### src/rtl/bcd_adder_seq.sv
// Sequential BCD adder, one decimal digit per clock, with registered seven-segment outputs.
// Optional BCD_SUB_EN enables nine's-complement subtraction through the sub port.
//
// state   | meaning
// --------+---------------------------------------------------------------
// S_IDLE  | waiting for start; operands, cin and sub captured on start
// S_CHECK | validate all captured digits, seed the carry
// S_ADD   | one digit per cycle, then one cycle to resolve the carry digit
// S_DONE  | one-cycle done pulse; results were loaded on entry
module bcd_adder_seq #(
  parameter int DIGITS = 2
) (
  input  logic                      clk,
  input  logic                      rst,
  input  logic                      start,
  input  logic [4*DIGITS-1:0]       a,
  input  logic [4*DIGITS-1:0]       b,
  input  logic                      cin,
  input  logic                      sub,
  output logic                      busy,
  output logic                      done,
  output logic [4*DIGITS-1:0]       sum,
  output logic                      cout,
  output logic                      err,
  output logic [7*(DIGITS+1)-1:0]   hex
);

  localparam int IW = $clog2(DIGITS + 2);

  localparam logic [6:0] SEG_BLANK = 7'b1111111;
  localparam logic [6:0] SEG_MINUS = 7'b1111110;

  typedef enum logic [1:0] {S_IDLE, S_CHECK, S_ADD, S_DONE} state_t;

  state_t state, state_nx;

  logic [4*DIGITS-1:0]     a_r, b_r, acc;
  logic                    cin_r, carry;
  logic [IW-1:0]           idx;
  logic [3:0]              a_d, b_d, b_e, s_d;
  logic [4:0]              t;
  logic                    c_nx, bad, last;
  logic [7*(DIGITS+1)-1:0] hex_nx;

`ifdef BCD_SUB_EN
  logic sub_r;
`else
  logic unused_sub;
  assign unused_sub = sub;
`endif

  function automatic logic [6:0] seg7(input logic [3:0] d);
    case (d)
      4'd0:    seg7 = 7'b0000001;
      4'd1:    seg7 = 7'b1001111;
      4'd2:    seg7 = 7'b0010010;
      4'd3:    seg7 = 7'b0000110;
      4'd4:    seg7 = 7'b1001100;
      4'd5:    seg7 = 7'b0100100;
      4'd6:    seg7 = 7'b0100000;
      4'd7:    seg7 = 7'b0001111;
      4'd8:    seg7 = 7'b0000000;
      4'd9:    seg7 = 7'b0000100;
      default: seg7 = SEG_BLANK;
    endcase
  endfunction

  always_comb begin
    a_d = '0;
    b_d = '0;
    bad = 1'b0;
    for (int k = 0; k < DIGITS; k++) begin
      if (idx == IW'(k)) begin
        a_d = a_r[4*k +: 4];
        b_d = b_r[4*k +: 4];
      end
      bad = bad | (a_r[4*k +: 4] > 4'd9) | (b_r[4*k +: 4] > 4'd9);
    end
    last = (idx == IW'(DIGITS));
  end

  always_comb begin
`ifdef BCD_SUB_EN
    b_e = sub_r ? (4'd9 - b_d) : b_d;
`else
    b_e = b_d;
`endif
    t = {1'b0, a_d} + {1'b0, b_e} + {4'b0000, carry};
    if (t > 5'd9) begin
      s_d  = t[3:0] + 4'd6;
      c_nx = 1'b1;
    end else begin
      s_d  = t[3:0];
      c_nx = 1'b0;
    end
  end

  always_comb begin
    hex_nx = '1;
    for (int k = 0; k < DIGITS; k++)
      hex_nx[7*k +: 7] = seg7(acc[4*k +: 4]);
`ifdef BCD_SUB_EN
    if (sub_r)
      hex_nx[7*DIGITS +: 7] = carry ? SEG_BLANK : SEG_MINUS;
    else
      hex_nx[7*DIGITS +: 7] = seg7({3'b000, carry});
`else
    hex_nx[7*DIGITS +: 7] = seg7({3'b000, carry});
`endif
  end

  always_ff @(posedge clk or posedge rst) begin
    if (rst) state <= S_IDLE;
    else     state <= state_nx;
  end

  always_comb begin
    state_nx = state;
    case (state)
      S_IDLE:  if (start) state_nx = S_CHECK;
      S_CHECK: state_nx = bad ? S_DONE : S_ADD;
      S_ADD:   if (last) state_nx = S_DONE;
      S_DONE:  state_nx = S_IDLE;
      default: state_nx = S_IDLE;
    endcase
    busy = (state != S_IDLE);
    done = (state == S_DONE);
  end

  always_ff @(posedge clk or posedge rst) begin
    if (rst) begin
      a_r   <= '0;
      b_r   <= '0;
      acc   <= '0;
      cin_r <= 1'b0;
      carry <= 1'b0;
      idx   <= '0;
      sum   <= '0;
      cout  <= 1'b0;
      err   <= 1'b0;
      hex   <= '1;
`ifdef BCD_SUB_EN
      sub_r <= 1'b0;
`endif
    end else begin
      case (state)
        S_IDLE: if (start) begin
          a_r   <= a;
          b_r   <= b;
          cin_r <= cin;
          idx   <= '0;
`ifdef BCD_SUB_EN
          sub_r <= sub;
`endif
        end
        S_CHECK: begin
`ifdef BCD_SUB_EN
          carry <= sub_r ? ~cin_r : cin_r;
`else
          carry <= cin_r;
`endif
          if (bad) begin
            sum  <= '0;
            cout <= 1'b0;
            err  <= 1'b1;
            hex  <= '1;
          end
        end
        S_ADD: begin
          if (!last) begin
            for (int k = 0; k < DIGITS; k++)
              if (idx == IW'(k)) acc[4*k +: 4] <= s_d;
            carry <= c_nx;
            idx   <= idx + 1'b1;
          end else begin
            // Final cycle: every digit is in acc and carry is the decimal carry-out
            sum  <= acc;
            cout <= carry;
            err  <= 1'b0;
            hex  <= hex_nx;
          end
        end
        default: ;
      endcase
    end
  end

endmodule

### config.mk
export PLATFORM = sky130hd
export DESIGN_NAME = bcd_adder_seq
export DESIGN_NICKNAME = d
export VERILOG_FILES = /design/src/rtl/bcd_adder_seq.sv
export SDC_FILE = /design/constraint.sdc
export NUM_CORES = 1
export LEC_CHECK = 0
export CAP_MARGIN = 10
export CORE_MARGIN = 4
export CORE_UTILIZATION = 53
export DETAILED_ROUTE_END_ITERATION = 10
export GPL_TIMING_DRIVEN = 0
export PLACE_DENSITY = 0.87
export SLEW_MARGIN = 10
export SYNTH_ARGS = -nofsm -noshare
export SYNTH_HDL_FRONTEND = slang
export SYNTH_SLANG_ARGS = --single-unit
### constraint.sdc
create_clock -name clk -period 4.5 [get_ports clk]
set_clock_uncertainty 0.15 [all_clocks]
set_input_delay 0.9 -clock clk [delete_from_list [all_inputs] [get_ports clk]]
set_output_delay 0.9 -clock clk [all_outputs]
set_load 0.05 [all_outputs]
Word level (Yosys, flattened, before mapping)
Memory sizes are Yosys's and may differ from the RTL's.
Cells that the tools add are included.
{ "totals": {"ff_bits": 61, "romBits": 224, "mem_count": 2} }
{ "mem_list": {"columns": ["memory", "depth", "word_bits", "rd", "rd_clocked_by_memory_dff", "write_ports", "line_no", "rtl"], "rows": [
  ["(no name shown)", 16, 7, 1, 0, 0, "53", "case (d)"],
  ["(no name shown)", 16, 7, 1, 0, 0, "53", null]
]} }
{ "classes": {"addsub": 4, "order_cmp": 5, "eq_ne": 9, "mux": 28, "bitwise_logic": 5, "reduce_logical": 12} }
{ "ops": {"columns": ["op", "n"], "rows": [
  ["two-way mux 21 bit", 2],
  ["one-hot mux 21 bit (2 select lines)", 1],
  ["two-way mux 4 bit", 5],
  ["greater-than comparator 4 bit (second input constant)", 4],
  ["two-way mux 8 bit", 2],
  ["one-hot mux 8 bit (2 select lines)", 1],
  ["one-hot mux 7 bit (2 select lines)", 1],
  ["AND reduction 3 bit", 4],
  ["two-way mux 2 bit", 4],
  ["inequality test 2 bit (second input constant)", 4],
  ["one-hot mux 2 bit (4 select lines)", 1],
  ["two-way mux 1 bit", 7],
  ["== test 2 bit (second input constant)", 3],
  ["one-hot mux 1 bit (2 select lines)", 3],
  ["AND reduction 2 bit", 3],
  ["nonzero test 2 bit", 3],
  ["adder 4 x 4 -> 5 bit", 1],
  ["adder 5 x 1 -> 5 bit", 1],
  ["greater-than comparator 5 x 4 -> 1 bit (second input constant)", 1],
  ["adder 4 x 3 -> 4 bit (second input constant)", 1],
  ["== test 2 x 1 -> 1 bit (second input constant)", 2],
  ["zero test 2 bit", 2],
  ["one-hot mux 2 bit (2 select lines)", 1],
  ["OR 1 bit", 3],
  ["other kinds (2)", 3]
]} }

Longest topological paths before layout
{ "logic_depth": {"depth_word": 9, "depth_mapped": 14, "ltp_nobuf": 13} }

Least setup slack after synthesis
OpenSTA, ideal clock, no wires.
{ "synth_timing": {"path_type": "register to register", "startpoint": "reg idx[1]", "endpoint": "reg acc[2]", "arrival_time_ps": 3336, "slack_ps": 937, "stages_incl_launch_ff": 14, "synth_period_minus_slack_ps": 3563, "path_cell_list": "dfrtp_1 -> inv_1 -> ha_1 -> clkbuf_1 -> o21ai_0 -> fa_1 -> fa_1 -> xnor2_2 -> ha_1 -> or2_2 -> a21oi_2 -> o41ai_2 -> o31ai_1 -> o21ai_1"} }
{ "synth_via": {"elab_chain_cells": 7} }
{ "synth_lines": {"columns": ["element", "line_no", "rtl"], "rows": [
  ["from (decl)", "39", "logic [IW-1:0] idx;"],
  ["from (signal assigned)", "174", "idx <= idx + 1'b1;"],
  ["zero test 2 bit", "73, 172", null],
  ["two-way mux 4 bit (2 in a row)", "73", "if (idx == IW'(k)) begin"],
  ["adder 4 x 4 -> 5 bit", "88", "t = {1'b0, a_d} + {1'b0, b_e} + {4'b0000, carry};"],
  ["adder 5 x 1 -> 5 bit", "88", null],
  ["adder 4 x 3 -> 4 bit or greater-than comparator 5 x 4 -> 1 bit (tied branches)", "90, 89", null],
  ["two-way mux 4 bit", "89", "if (t > 5'd9) begin"],
  ["to (signal assigned)", "134", "acc <= '0;"],
  ["to (signal, indexed assignment)", "172", "if (idx == IW'(k)) acc[4*k +: 4] <= s_d;"],
  ["to (decl)", "37", "logic [4*DIGITS-1:0] a_r, b_r, acc;"]
]} }
Several ways; a longest one is shown, not always the timed one.
A chain may end at the register's enable or synchronous reset.

Worst setup path in the final report
{ "layout_timing": {"startpoint": "reg idx[1]", "endpoint": "reg acc[6]"} }
{ "layout_via": {"elab_chain_cells": 7} }
{ "layout_lines": {"columns": ["element", "line_no"], "rows": [
  ["zero test 2 bit", "73"],
  ["two-way mux 4 bit (2 in a row)", "73"],
  ["adder 4 x 4 -> 5 bit", "88"],
  ["adder 5 x 1 -> 5 bit", "88"],
  ["adder 4 x 3 -> 4 bit or greater-than comparator 5 x 4 -> 1 bit (tied branches)", "90, 89"],
  ["two-way mux 4 bit", "89"]
]} }
Several ways; a longest one is shown, not always the timed one.

==> reports/qor.yml <==
yosys.area.top_type: "dfrtp_1"
drt_iter0_markers: 136
io_buffers: 51
ioPinCount: 54
cts.clk_slew.worst_paths_ns: 0.10
rsz0062_at_grt: "false"
ctsResizeCount: 0
cts.sinks: 56
yosysMostFrequentCell: "nand2_1"
synth_area_sq_um: 3140
dieArea_sq_um: 7230
cp_top_family: "adder cells"
wl_um: 6460
synth_fp_nets: 367
worstSetupEndpointType: "flop"
async_reset_ff_share_pct: 100
start_kind: "flop"
drcViolationCount: 0
slew_violations: 0
crit_path_top_delay_cell: "fa_1"
syn_to_final_growth_pct: 23.1
firstDrtPassIters: 4
grt_overflow_total: 0
hold_viol: 0
worst_slew_pin_slew_ns: 0.534
cp_num_buf_inv: 2
synth_area_leaders: "dfrtp_1 32%, dfstp_2 13%, ha_1 9.2%"
routabilityCongestion: 0.845
ys_types: 43
post_drt_wl_per_cell_um: 14.3
postCtsSetupRepairBufs: 0
status: "completed"
finalCriticalPeriod_ns: 4.04
fmax_mhz: 248
numCtsBuffers: 5
drv_cap: 0
grt_pass1_vias: 2452
ys_top_cells_by_count: "53 x nand2_1, 40 x dfrtp_1, 37 x o21ai_0"
grt_max_degree: 37
fin_util_pct: 68.6
ys.warnings.count: 0
avgViaCountPerCell: 5.40
tns_ns: 0
crit_path_cell_trace: "inv_1, ha_1, clkbuf_1, o21ai_0, fa_1, fa_1, xnor2_2, ha_1, or2_2, a21oi_2, o41ai_2, o31ai_1, o21ai_1"
cts_root_buffer: "clkbuf_8"
use_met2_pct: 36.1
critPathMaxStageDelay_ns: 0.48
synth_flop_cell: "dfrtp_1"
fillerInstances: 425
grt_pass1_wl_um: 11100
regArea_sq_um: 1420
criticalPathCategory: "reg -> reg"
dp_hpwl_um: 5100
avgSynthCellArea_sq_um: 9.80
crit_fanout: 10
syn_inst: 321
hp-class: "reg -> reg"
finalNetCount: 426
cts.hold.buffers_added: 0
synth_edf_count: 0
antennaDiodeCount: 0
rows: 27
detail-route-antenna-nets: 0
slew_headroom_pct: 64.3
yosysSeqAreaShare_pct: 45.2
die_y_um: 85.0
grt-busiest-layer: "met2"
clockBufferDepth: 2
insertion_delay_ns: 0.31
gr-usage-met1_pct: 21.3
finalCritPeriodShare_pct: 89.7
htreeDepth: 2
cts_tree: "done"
grt_use_total_pct: 18.6
ys_ff_latch: 56
start_util_pct: 55.7
antenna_found_initial: 0
use_met3_pct: 3.50
dieWidth_um: 85.0
layout-drive-gt1-share_pct: 16.3
coreArea_sq_um: 5640
multi_input_area_sq_um: 1560
cp.required_ns: 4.58
yosysTopAreaCellShare_pct: 31.8
setup_viol: 0
worstPathArrival_ns: 4.12
via_count: 2446
## per-layer routing
layer | wire length, um | vias to the layer above
li1 | - | 1220
met1 | 2650 | 1159
met2 | 3470 | 65
met3 | 317 | 2
met4 | 21 | 0
met5 | 0 | -
## final cells by class
type                       instances  area share [%]
sequential                        56            36.7
multi-input combinational        231            40.3
clock buffer                       7            1.97
tap                               72            2.33
inverter                          18            1.75
clock inverter                     1           0.776
timing repair buffer              52            13.7
buffer                            16            2.49
## flip-flops by register name (all words and copies together), names as in the netlist, 2 cells and up
name   cells
state      2
idx        2
acc        8
hex       16
sum        8
b_r        8
a_r        8
## layout by cell type (no fill, tap or decap), types with 4 or more instances in the layout
cell type        instances
dfstp_2                 16
mux2_2                  20
ha_1                    23
nand2b_1                 5
a21o_1                   4
buf_4                    7
o31ai_1                  9
o21ai_0                 37
nor3_1                   4
dfrtp_1                 40
nor2_1                  18
inv_1                   16
nand2_1                 53
clkbuf_1                 8
clkdlybuf4s50_1         51
clkbuf_8                 5
a21oi_1                 23
## final timing paths
path / cells after the start / slack, ns / to / startpoint
min in group asynchronous: 2 / 0.76 / sum[1] / rst
worst min-delay path: 2 / 0.33 / hex[3] / hex[3]
worst max register to register: 13 / 0.46 / acc[6] / idx[1]
worst max-delay path: 13 / 0.46 / acc[6] / idx[1]
max in group asynchronous: 3 / 2.84 / hex[9] / rst
worst min register to register: 2 / 0.33 / hex[3] / hex[3]
## worst register-to-register path: cells and delay by family (launching register included)
family / cells / cell delay [ns]
AO/OA/AOI/OAI: 5 / 0.89
AND/OR/NAND/NOR: 1 / 0.19
XOR/XNOR: 1 / 0.32
flip-flops: 1 / 0.43
buffers and inverters: 2 / 0.42
adder cells (fa/ha/maj): 4 / 1.56
## logic make-up after synthesis
| family | after synthesis | synth area share [%] |
|---|---|---|
| AOI/OAI and AO/OA | 92 | 18.5 |
| xor gates and xnor gates | 2 | 0.796 |
| adders and majority gates | 25 | 10.4 |
| buffers and inverters | 34 | 5.21 |
| DFF | 56 | 45.2 |
| muxes | 22 | 7.80 |
| other | 1 | 0.119 |
| and+or+nand+nor | 89 | 12.0 |
## stage by stage
stage | setup slack (ns) | instance area (sq um) | std cells | hold WS (ns)
after floorplan | 0.937 | 3140 | 321 | 0.329
after global placement | 0.608 | 3740 | 444 | 0.313
after detailed placement | 0.490 | 3760 | 445 | 0.319
after CTS | 0.470 | 3870 | 453 | 0.333
after global routing | 0.196 | 3870 | 453 | 0.364
final | 0.462 | 3870 | 453 | 0.331
Power is left out: the tool's default activity adds up to more than one toggle a clock period on the data nets, which glitch-free logic cannot reach.
